==> src/rtl/fnd_scan_controller.sv <==
// ---------------------------------------------------------------------------
// fnd_scan_controller
//   Time-multiplexes the stopwatch counts onto a 4-digit common-anode
//   7-segment display. One digit is lit per scan slot of SCAN_DIV clocks.
//   The time is snapshotted once per frame (on the slot that lights digit 0)
//   so a frame never mixes old and new values. mode selects sec.msec or
//   hour.min. The decimal point on digit 2 blinks at 1 Hz (lit while the
//   frame's msec < 50).
//
// Ports
//   clk       in   1  system clock
//   rst       in   1  synchronous reset, active-high
//   mode      in   1  0: sec.msec view, 1: hour.min view
//   msec      in   7  centiseconds, 0..99
//   sec       in   6  seconds, 0..59
//   min       in   6  minutes, 0..59
//   hour      in   5  hours, 0..23
//   fnd_com   out  4  digit enables, active-low, bit0 = rightmost digit
//   fnd_data  out  8  segments, active-low, [7]=dp, [6:0]=gfedcba
// ---------------------------------------------------------------------------
module fnd_scan_controller #(
   parameter int SCAN_DIV = 100_000
) (
   input  logic       clk,
   input  logic       rst,
   input  logic       mode,
   input  logic [6:0] msec,
   input  logic [5:0] sec,
   input  logic [5:0] min,
   input  logic [4:0] hour,
   output logic [3:0] fnd_com,
   output logic [7:0] fnd_data
);

   localparam int              CW       = (SCAN_DIV > 2) ? $clog2(SCAN_DIV) : 1;
   localparam logic [CW-1:0]   CNT_LAST = CW'(SCAN_DIV - 1);

   logic [CW-1:0] scan_cnt_r;
   logic [1:0]    ptr_r;
   logic          sh_mode_r;
   logic [6:0]    sh_msec_r;
   logic [5:0]    sh_sec_r;
   logic [5:0]    sh_min_r;
   logic [4:0]    sh_hour_r;
   logic [3:0]    fnd_com_r;
   logic [7:0]    fnd_data_r;

   logic          tick_s;
   logic [1:0]    ptr_nxt_s;
   logic          wrap_s;
   logic          src_mode_s;
   logic [6:0]    src_msec_s;
   logic [5:0]    src_sec_s;
   logic [5:0]    src_min_s;
   logic [4:0]    src_hour_s;
   logic [6:0]    hi_s;
   logic [6:0]    lo_s;
   logic [6:0]    digit_s;
   logic [3:0]    com_s;
   logic [7:0]    seg_s;
   logic [7:0]    data_s;

   // Active-low segment code for one decimal digit; anything above 9 is blank.
   function automatic logic [7:0] seg_code(input logic [6:0] v);
      logic [7:0] code;
      case (v)
         7'd0:    code = 8'hC0;
         7'd1:    code = 8'hF9;
         7'd2:    code = 8'hA4;
         7'd3:    code = 8'hB0;
         7'd4:    code = 8'h99;
         7'd5:    code = 8'h92;
         7'd6:    code = 8'h82;
         7'd7:    code = 8'hF8;
         7'd8:    code = 8'h80;
         7'd9:    code = 8'h90;
         default: code = 8'hFF;
      endcase
      return code;
   endfunction

   // Pattern for the digit about to be lit; digit 0 takes the live inputs
   // because the shadow is only being loaded on that same edge.
   always_comb begin
      tick_s     = (scan_cnt_r == CNT_LAST);
      ptr_nxt_s  = ptr_r + 2'd1;
      wrap_s     = (ptr_nxt_s == 2'd0);
      src_mode_s = wrap_s ? mode : sh_mode_r;
      src_msec_s = wrap_s ? msec : sh_msec_r;
      src_sec_s  = wrap_s ? sec  : sh_sec_r;
      src_min_s  = wrap_s ? min  : sh_min_r;
      src_hour_s = wrap_s ? hour : sh_hour_r;
      hi_s       = src_mode_s ? {2'b00, src_hour_s} : {1'b0, src_sec_s};
      lo_s       = src_mode_s ? {1'b0, src_min_s}   : src_msec_s;
      case (ptr_nxt_s)
         2'd0: begin digit_s = lo_s % 7'd10; com_s = 4'b1110; end
         2'd1: begin digit_s = lo_s / 7'd10; com_s = 4'b1101; end
         2'd2: begin digit_s = hi_s % 7'd10; com_s = 4'b1011; end
         2'd3: begin digit_s = hi_s / 7'd10; com_s = 4'b0111; end
         default: begin digit_s = 7'd127; com_s = 4'b1111; end
      endcase
      seg_s = seg_code(digit_s);
      // Blinking dp on digit 2 follows the frame's msec, never on a blank digit.
      if ((ptr_nxt_s == 2'd2) && (seg_s != 8'hFF) && (sh_msec_r < 7'd50)) begin
         data_s = {1'b0, seg_s[6:0]};
      end else begin
         data_s = seg_s;
      end
   end

   // Slot counter and digit pointer.
   always_ff @(posedge clk) begin
      if (rst) begin
         scan_cnt_r <= '0;
         ptr_r      <= 2'd3;
      end else if (tick_s) begin
         scan_cnt_r <= '0;
         ptr_r      <= ptr_nxt_s;
      end else begin
         scan_cnt_r <= scan_cnt_r + CW'(1);
      end
   end

   // Frame snapshot, loaded when the pointer wraps to digit 0.
   always_ff @(posedge clk) begin
      if (rst) begin
         sh_mode_r <= 1'b0;
         sh_msec_r <= 7'd0;
         sh_sec_r  <= 6'd0;
         sh_min_r  <= 6'd0;
         sh_hour_r <= 5'd0;
      end else if (tick_s && wrap_s) begin
         sh_mode_r <= mode;
         sh_msec_r <= msec;
         sh_sec_r  <= sec;
         sh_min_r  <= min;
         sh_hour_r <= hour;
      end
   end

   // Registered display outputs, updated only on slot ticks.
   always_ff @(posedge clk) begin
      if (rst) begin
         fnd_com_r  <= 4'b1111;
         fnd_data_r <= 8'hFF;
      end else if (tick_s) begin
         fnd_com_r  <= com_s;
         fnd_data_r <= data_s;
      end
   end

   assign fnd_com  = fnd_com_r;
   assign fnd_data = fnd_data_r;

endmodule
==> config.mk <==
export PLATFORM = sky130hd
export DESIGN_NAME = fnd_scan_controller
export DESIGN_NICKNAME = d
export VERILOG_FILES = /design/src/rtl/fnd_scan_controller.sv
export SDC_FILE = /design/constraint.sdc
export NUM_CORES = 1
export LEC_CHECK = 0
export ABC_AREA = 1
export CAP_MARGIN = 25
export CORE_MARGIN = 4
export CORE_UTILIZATION = 55
export DETAILED_ROUTE_END_ITERATION = 12
export DONT_BUFFER_PORTS = 1
export PLACE_DENSITY = 0.69
export SLEW_MARGIN = 20
export SYNTH_ARGS = -nofsm -noshare
export SYNTH_HDL_FRONTEND = slang
export SYNTH_SLANG_ARGS = --single-unit
export TNS_END_PERCENT = 20
==> constraint.sdc <==
create_clock -name clk -period 6.6 [get_ports clk]
set_clock_uncertainty 0.1 [all_clocks]
set_input_delay 1.32 -clock clk [delete_from_list [all_inputs] [get_ports clk]]
set_output_delay 1.32 -clock clk [all_outputs]
set_load 0.01 [all_outputs]
==> flow_summary.json, run 1 <==
{
  "synth_nets": 651,
  "cts_buffer_depth": 2,
  "critPathMaxFanout": 23,
  "drtIter0Drc": 226,
  "r2r_slack_ps": 1050,
  "final.setup.worst_slack_ps": 1050,
  "grt_pass1_vias": 3283,
  "final_core_util": 0.587,
  "crit-reg2reg-capture": "fnd_data[1]",
  "synth_cells": 603,
  "cts_sinks": 56,
  "ir_drop_mv": 0.102,
  "wl_per_cell_um": 12.4,
  "final_hold_viol_count": 0,
  "hpwl_um": 6740,
  "hold_path_depth": 2,
  "postCtsSetupBuffers": 0,
  "gp_congestion": 0.934,
  "maxSlewHeadroom": 0.513,
  "hold_end": "sh_sec_r[1]",
  "postRouteAntennaNets": 0,
  "die_y_um": 91.7,
  "critical_path.startpoint": "ptr_r[0]",
  "min-delay-start": "sh_sec_r[1]",
  "place_ws_ps": 865,
  "worst_pin_slew_ps": 729,
  "finalSetupTns_ps": 0,
  "cts_tree": "built",
  "min_path_type": "register to register",
  "viasPerCell": 5.28,
  "num_rows": 30,
  "drive_above_1_share": 0.0936,
  "drv_slew": 0,
  "required_ps": 6760,
  "placed_area_um2": 3900,
  "syn_area_um2": 3850,
  "grt_setup_unrepaired": "no",
  "track_usage": 0.209,
  "cts_resized": 0,
  "dp.cells": 686,
  "holdBufCountCts": 0,
  "grt_max_degree": 26,
  "final_area_um2": 3990,
  "ys_seq_area_frac": 0.291,
  "leakagePower_nw": 1.88,
  "cp_slowest_stage_delay_ps": 420,
  "antenna_found_initial": 0,
  "reg2regPathDepth": 40,
  "crit_path_top_delay_cell": "dfxtp_1",
  "fin_cells": 694,
  "nets": 645,
  "drc_errors": 0,
  "r2r_start": "ptr_r[0]",
  "die_w_um": 91.7,
  "io_buffer_count": 0,
  "fin_crit_ps": 5550,
  "synth_area_leaders": "dfxtp_1 (29%), nand2_1 (13%), nor2_1 (7.9%), inv_1 (7.4%), ha_1 (6.8%)",
  "vias": 3661,
  "diodes": 0,
  "core_um2": 6790,
  "grt_remaining_overflow": 0,
  "synth_largest_area_cell": "dfxtp_1",
  "initial_utilization": 0.567,
  "setup_violations": 0,
  "htreeDepth": 2,
  "numCtsBuffers": 5,
  "post-synth-top-area-fraction": 0.291,
  "clockRootBuffer": "clkbuf_8",
  "drv_cap": 0,
  "wl_um": 8590,
  "synth_seq_cells": 56,
  "finalCritPeriodShare": 0.840,
  "worst-setup-path-type": "register to register",
  "max_freq_ghz": 0.180,
  "cp-start-kind": "register",
  "crit_arrival_ps": 5710,
  "die_area_um2": 8400,
  "dr.pass1.iters": 5,
  "area_growth_pct": 3.67,
  "clk_latency_ps": 310,
  "syn_avg_cell_area_um2": 6.38,
  "ys.warnings.count": 0,
  "grt_pass1_wl_um": 14600,
  "path_clk_slew_ps": 100,
  "status": "completed",
  "io_pins": 39,
  "power_density_nw_per_um2": 198,
  "ys_types": 37,
  "end_kind": "register"
}
[cell type report]
type,instances,area [um2]
Clock buffer,5,68.8
Clock inverter,3,18.8
Fill cell,660,2800
Inverter,86,323
Multi-Input combinational cell,446,2320
Sequential cell,56,1120
Tap cell,96,120
Timing Repair Buffer,2,15.0
[worst max-delay path: cells and delay by family (launching register included)]
| kind | cells | cell delay [ps] |
|---|---|---|
| buffers and inverters | 9 | 910 |
| AND/OR/NAND/NOR | 25 | 2990 |
| adder cells (fa/ha/maj) | 5 | 1020 |
| AO/OA/AOI/OAI | 1 | 60 |
| flip-flops | 1 | 420 |
[metrics by stage]
| step | hold slack, ps | power, mW |
|---|---|---|
| final | 359 | 0.791 |
| after global routing | 381 | 0.852 |
| after CTS | 359 | 0.794 |
| after detailed placement | 343 | 0.609 |
| after global placement | 331 | 0.604 |
| after floorplan | 318 | 0.568 |
[worst max path at each step]
| stage | endpoint | cells past startpoint |
|---|---|---|
| final | fnd_data[1] | 40 |
| after global placement | fnd_data[1] | 37 |
| after global routing | fnd_data[1] | 40 |
| after floorplan | fnd_data[3] | 37 |
| after detailed placement | fnd_data[1] | 37 |
| after CTS | fnd_data[1] | 40 |
[placed cells by master, fill, tap and decap left out, types with 2 or more instances in the layout]
| master | netlist | layout |
|---|---|---|
| a211oi_1 | 15 | 15 |
| a21oi_1 | 29 | 29 |
| a31oi_1 | 3 | 3 |
| buf_4 | 2 | 2 |
| clkbuf_8 | 0 | 5 |
| clkinv_2 | 0 | 2 |
| dfxtp_1 | 56 | 56 |
| ha_1 | 21 | 21 |
| inv_1 | 76 | 76 |
| inv_2 | 9 | 9 |
| nand2_1 | 134 | 134 |
| nand2_2 | 20 | 20 |
| nand2_4 | 2 | 2 |
| nand3_1 | 42 | 42 |
| nand3_2 | 6 | 6 |
| nand4_1 | 11 | 11 |
| nor2_1 | 81 | 81 |
| nor2_2 | 3 | 3 |
| nor2_4 | 3 | 3 |
| nor3_1 | 11 | 11 |
| nor4_1 | 2 | 2 |
| o21a_1 | 2 | 2 |
| o21ai_0 | 29 | 29 |
| o21ai_1 | 16 | 16 |
| xor2_1 | 6 | 6 |
[cell families (layout without fill, tap and decap cells)]
group,Yosys count,after routing,synth area share
adders and majority gates,21,21,0.0682
xor gates and xnor gates,7,7,0.0159
DFF,56,56,0.291
and+or+nand+nor,320,320,0.377
AOI/OAI and AO/OA,98,98,0.142
buffers and inverters,101,96,0.105
[registers in the layout, summed over array words and instances, names as in the netlist]
name,flops
scan_cnt_r,17
fnd_data,8
sh_msec_r,7
sh_min_r,6
sh_sec_r,6
sh_hour_r,5
fnd_com,4
ptr_r,2
sh_mode_r,1
[cell usage after synthesis, drive strengths merged]
master / n
nand2: 156
nor2: 87
inv: 85
dfxtp: 56
nand3: 48
o21ai: 46
a21oi: 29
ha: 21
a211oi: 15
nand4: 12
nor3: 11
clkbuf: 9
buf: 6
xor2: 6
a31oi: 3
nor4: 2
o21a: 2
or2: 2
and2: 1
clkinv: 1
nand3b: 1
o211ai: 1
o22a: 1
o22ai: 1
xnor2: 1
[power breakdown]
part / leakage (nW) / internal, mW / switching (mW)
Sequential: 0.452 / 0.339 / 0.000936
Clock: 0.0479 / 0.0743 / 0.114
Combinational: 1.38 / 0.0848 / 0.178
Total: 1.88 / 0.498 / 0.292
[per-layer routing]
metal  up-vias  GRT usage  wire (um)
met5         -          0          0
met4         0     0.0503         98
met2        80      0.358       4120
met3        11     0.0304        357
li1       1931          -          -
met1      1639      0.275       4010
Power figures use the tool's default switching activity.
==> run 2, diff against run 1 <==
Settings changed: PLACE_DENSITY 0.69 to 0.72.
Clock period 6.6 ns to 4.85 ns, I/O delays scaled along.
==> flow_summary.json, run 2 (synthesis gave the netlist of run 1 again) <==
{
  "worst_pin_slew_ps": 738,
  "core_um2": 6790,
  "top_register": "scan_cnt_r",
  "antenna_found_initial": 0,
  "area_growth_pct": 12.4,
  "nFillCells": 634,
  "layout_commonest_cell": "nand2_1",
  "p_total_mw": 1.13,
  "pwr-share-seq": 0.407,
  "end_kind": "register",
  "ir_drop_mv": 0.181,
  "min_path_type": "register to register",
  "vias": 3776,
  "holdBufCountCts": 0,
  "initial_utilization": 0.567,
  "final_area_um2": 4330,
  "die_y_um": 91.7,
  "grt_pass1_vias": 3448,
  "gp_congestion": 0.937,
  "io_pins": 39,
  "hpwl_um": 6930,
  "final_hold_viol_count": 0,
  "postRouteAntennaNets": 0,
  "cts_tree": "built",
  "nets": 665,
  "drc_errors": 0,
  "power_density_nw_per_um2": 262,
  "required_ps": 5010,
  "largest_reg_flops": 17,
  "p_sw_frac": 0.361,
  "die_area_um2": 8400,
  "status": "completed",
  "wl_per_cell_um": 12.9,
  "num_rows": 30,
  "crit_arrival_ps": 4680,
  "path_clk_slew_ps": 100,
  "dr.pass1.iters": 6,
  "setup_violations": 0,
  "grt_remaining_overflow": 0,
  "drive_above_1_share": 0.160,
  "clockRootBuffer": "clkbuf_8",
  "drv_slew": 0,
  "fin_crit_ps": 4520,
  "track_usage": 0.215,
  "numCtsBuffers": 5,
  "io_buffer_count": 0,
  "cp_slowest_stage_delay_ps": 390,
  "die_w_um": 91.7,
  "max_freq_ghz": 0.221,
  "wl_um": 9250,
  "clk_latency_ps": 310,
  "p_sw_uw": 409,
  "crit_path_top_delay_cell": "dfxtp_4",
  "cts_sinks": 56,
  "maxSlewHeadroom": 0.508,
  "drv_cap": 0,
  "critPathMostFrequentCell": "nand2_2",
  "worst-setup-path-type": "register to register",
  "diodes": 0,
  "viasPerCell": 5.29,
  "grt_max_degree": 26,
  "p_clk_frac": 0.236,
  "htreeDepth": 2,
  "critPathMaxFanout": 9,
  "leakagePower_nw": 2.00,
  "seq_area_um2": 1130,
  "cp-start-kind": "register",
  "placed_area_um2": 4030,
  "layout_common_cells": "nand2_1 (128), nor2_1 (77), inv_1 (76), dfxtp_1 (54), nand3_1 (36)",
  "finalCritPeriodShare": 0.933,
  "final_core_util": 0.637,
  "drtIter0Drc": 160,
  "comb_power_share": 0.357,
  "grt_pass1_wl_um": 15200,
  "multiInputGateArea_um2": 2450,
  "p_int_uw": 724,
  "cts_buffer_depth": 2
}
run 2: cell types whose count changed in the layout (fill, tap and decap cells not counted), moves of 3 or more:
cell,before,now
buf_4,2,16
nand2_1,134,128
nand3_1,42,36
nand3_2,6,12
nand2_4,2,7
ha_1,21,17
nor2_1,81,77
nor2_2,3,6
run 2: final timing paths:
kind	startpoint	endpoint	slack [ps]	cells past startpoint
min	scan_cnt_r[0]	scan_cnt_r[0]	360	1
min reg2reg	scan_cnt_r[0]	scan_cnt_r[0]	360	1
max reg2reg	ptr_r[1]	fnd_data[1]	330	39
max	ptr_r[1]	fnd_data[1]	330	39
run 2: layout make-up:
cell class / count / area share
clock buffer: 8 / 0.0208
inverter: 86 / 0.0757
multi-input combinational: 446 / 0.566
sequential: 56 / 0.261
tap: 96 / 0.0277
timing repair buffer: 22 / 0.0491
run 2: repair_timing:
action / CTS / global route
pin swaps: 0 / 13
gates resized for setup: 4 / 38
endpoints found under the hold margin: 0 / 0
setup buffers: 0 / 5
cloned: 0 / 1
endpoints found under the setup margin: 4 / 8
run 2: metrics by stage:
step           setup slack, ps  std cells  hold WS (ps)  TNS, ps
5_1_grt                  -14.3        714           382    -14.3
4_1_cts                   16.6        708           365        0
2_1_floorplan             9.09        603           318        0
3_3_place_gp              25.3        700           328        0
3_5_place_dp              -159        700           350     -638
6_report                   327        714           357        0
run 2: critical path, delay by kind of cell (launching register included):
| kind | cells | cell delay, ps |
|---|---|---|
| fa+ha+maj | 5 | 1040 |
| flops | 1 | 390 |
| buf+inv | 9 | 640 |
| compound gates | 1 | 60 |
| simple gates | 24 | 2240 |
run 2: power groups by stage:
stage / clock network [mW] / logic, mW / registers (mW)
CTS: 0.268 / 0.381 / 0.463
finish: 0.267 / 0.405 / 0.462
global route: 0.289 / 0.462 / 0.462
floorplan: 0 / 0.302 / 0.473
detailed placement: 0 / 0.379 / 0.474
global placement: 0 / 0.368 / 0.473
run 2: routing by layer:
| metal | routed length (um) | GRT usage | up-vias |
|---|---|---|---|
| met5 | 0 | 0 | - |
| met4 | 121 | 0.0578 | 0 |
| met3 | 370 | 0.0336 | 11 |
| met2 | 4520 | 0.380 | 81 |
| met1 | 4240 | 0.270 | 1715 |
| li1 | - | - | 1969 |
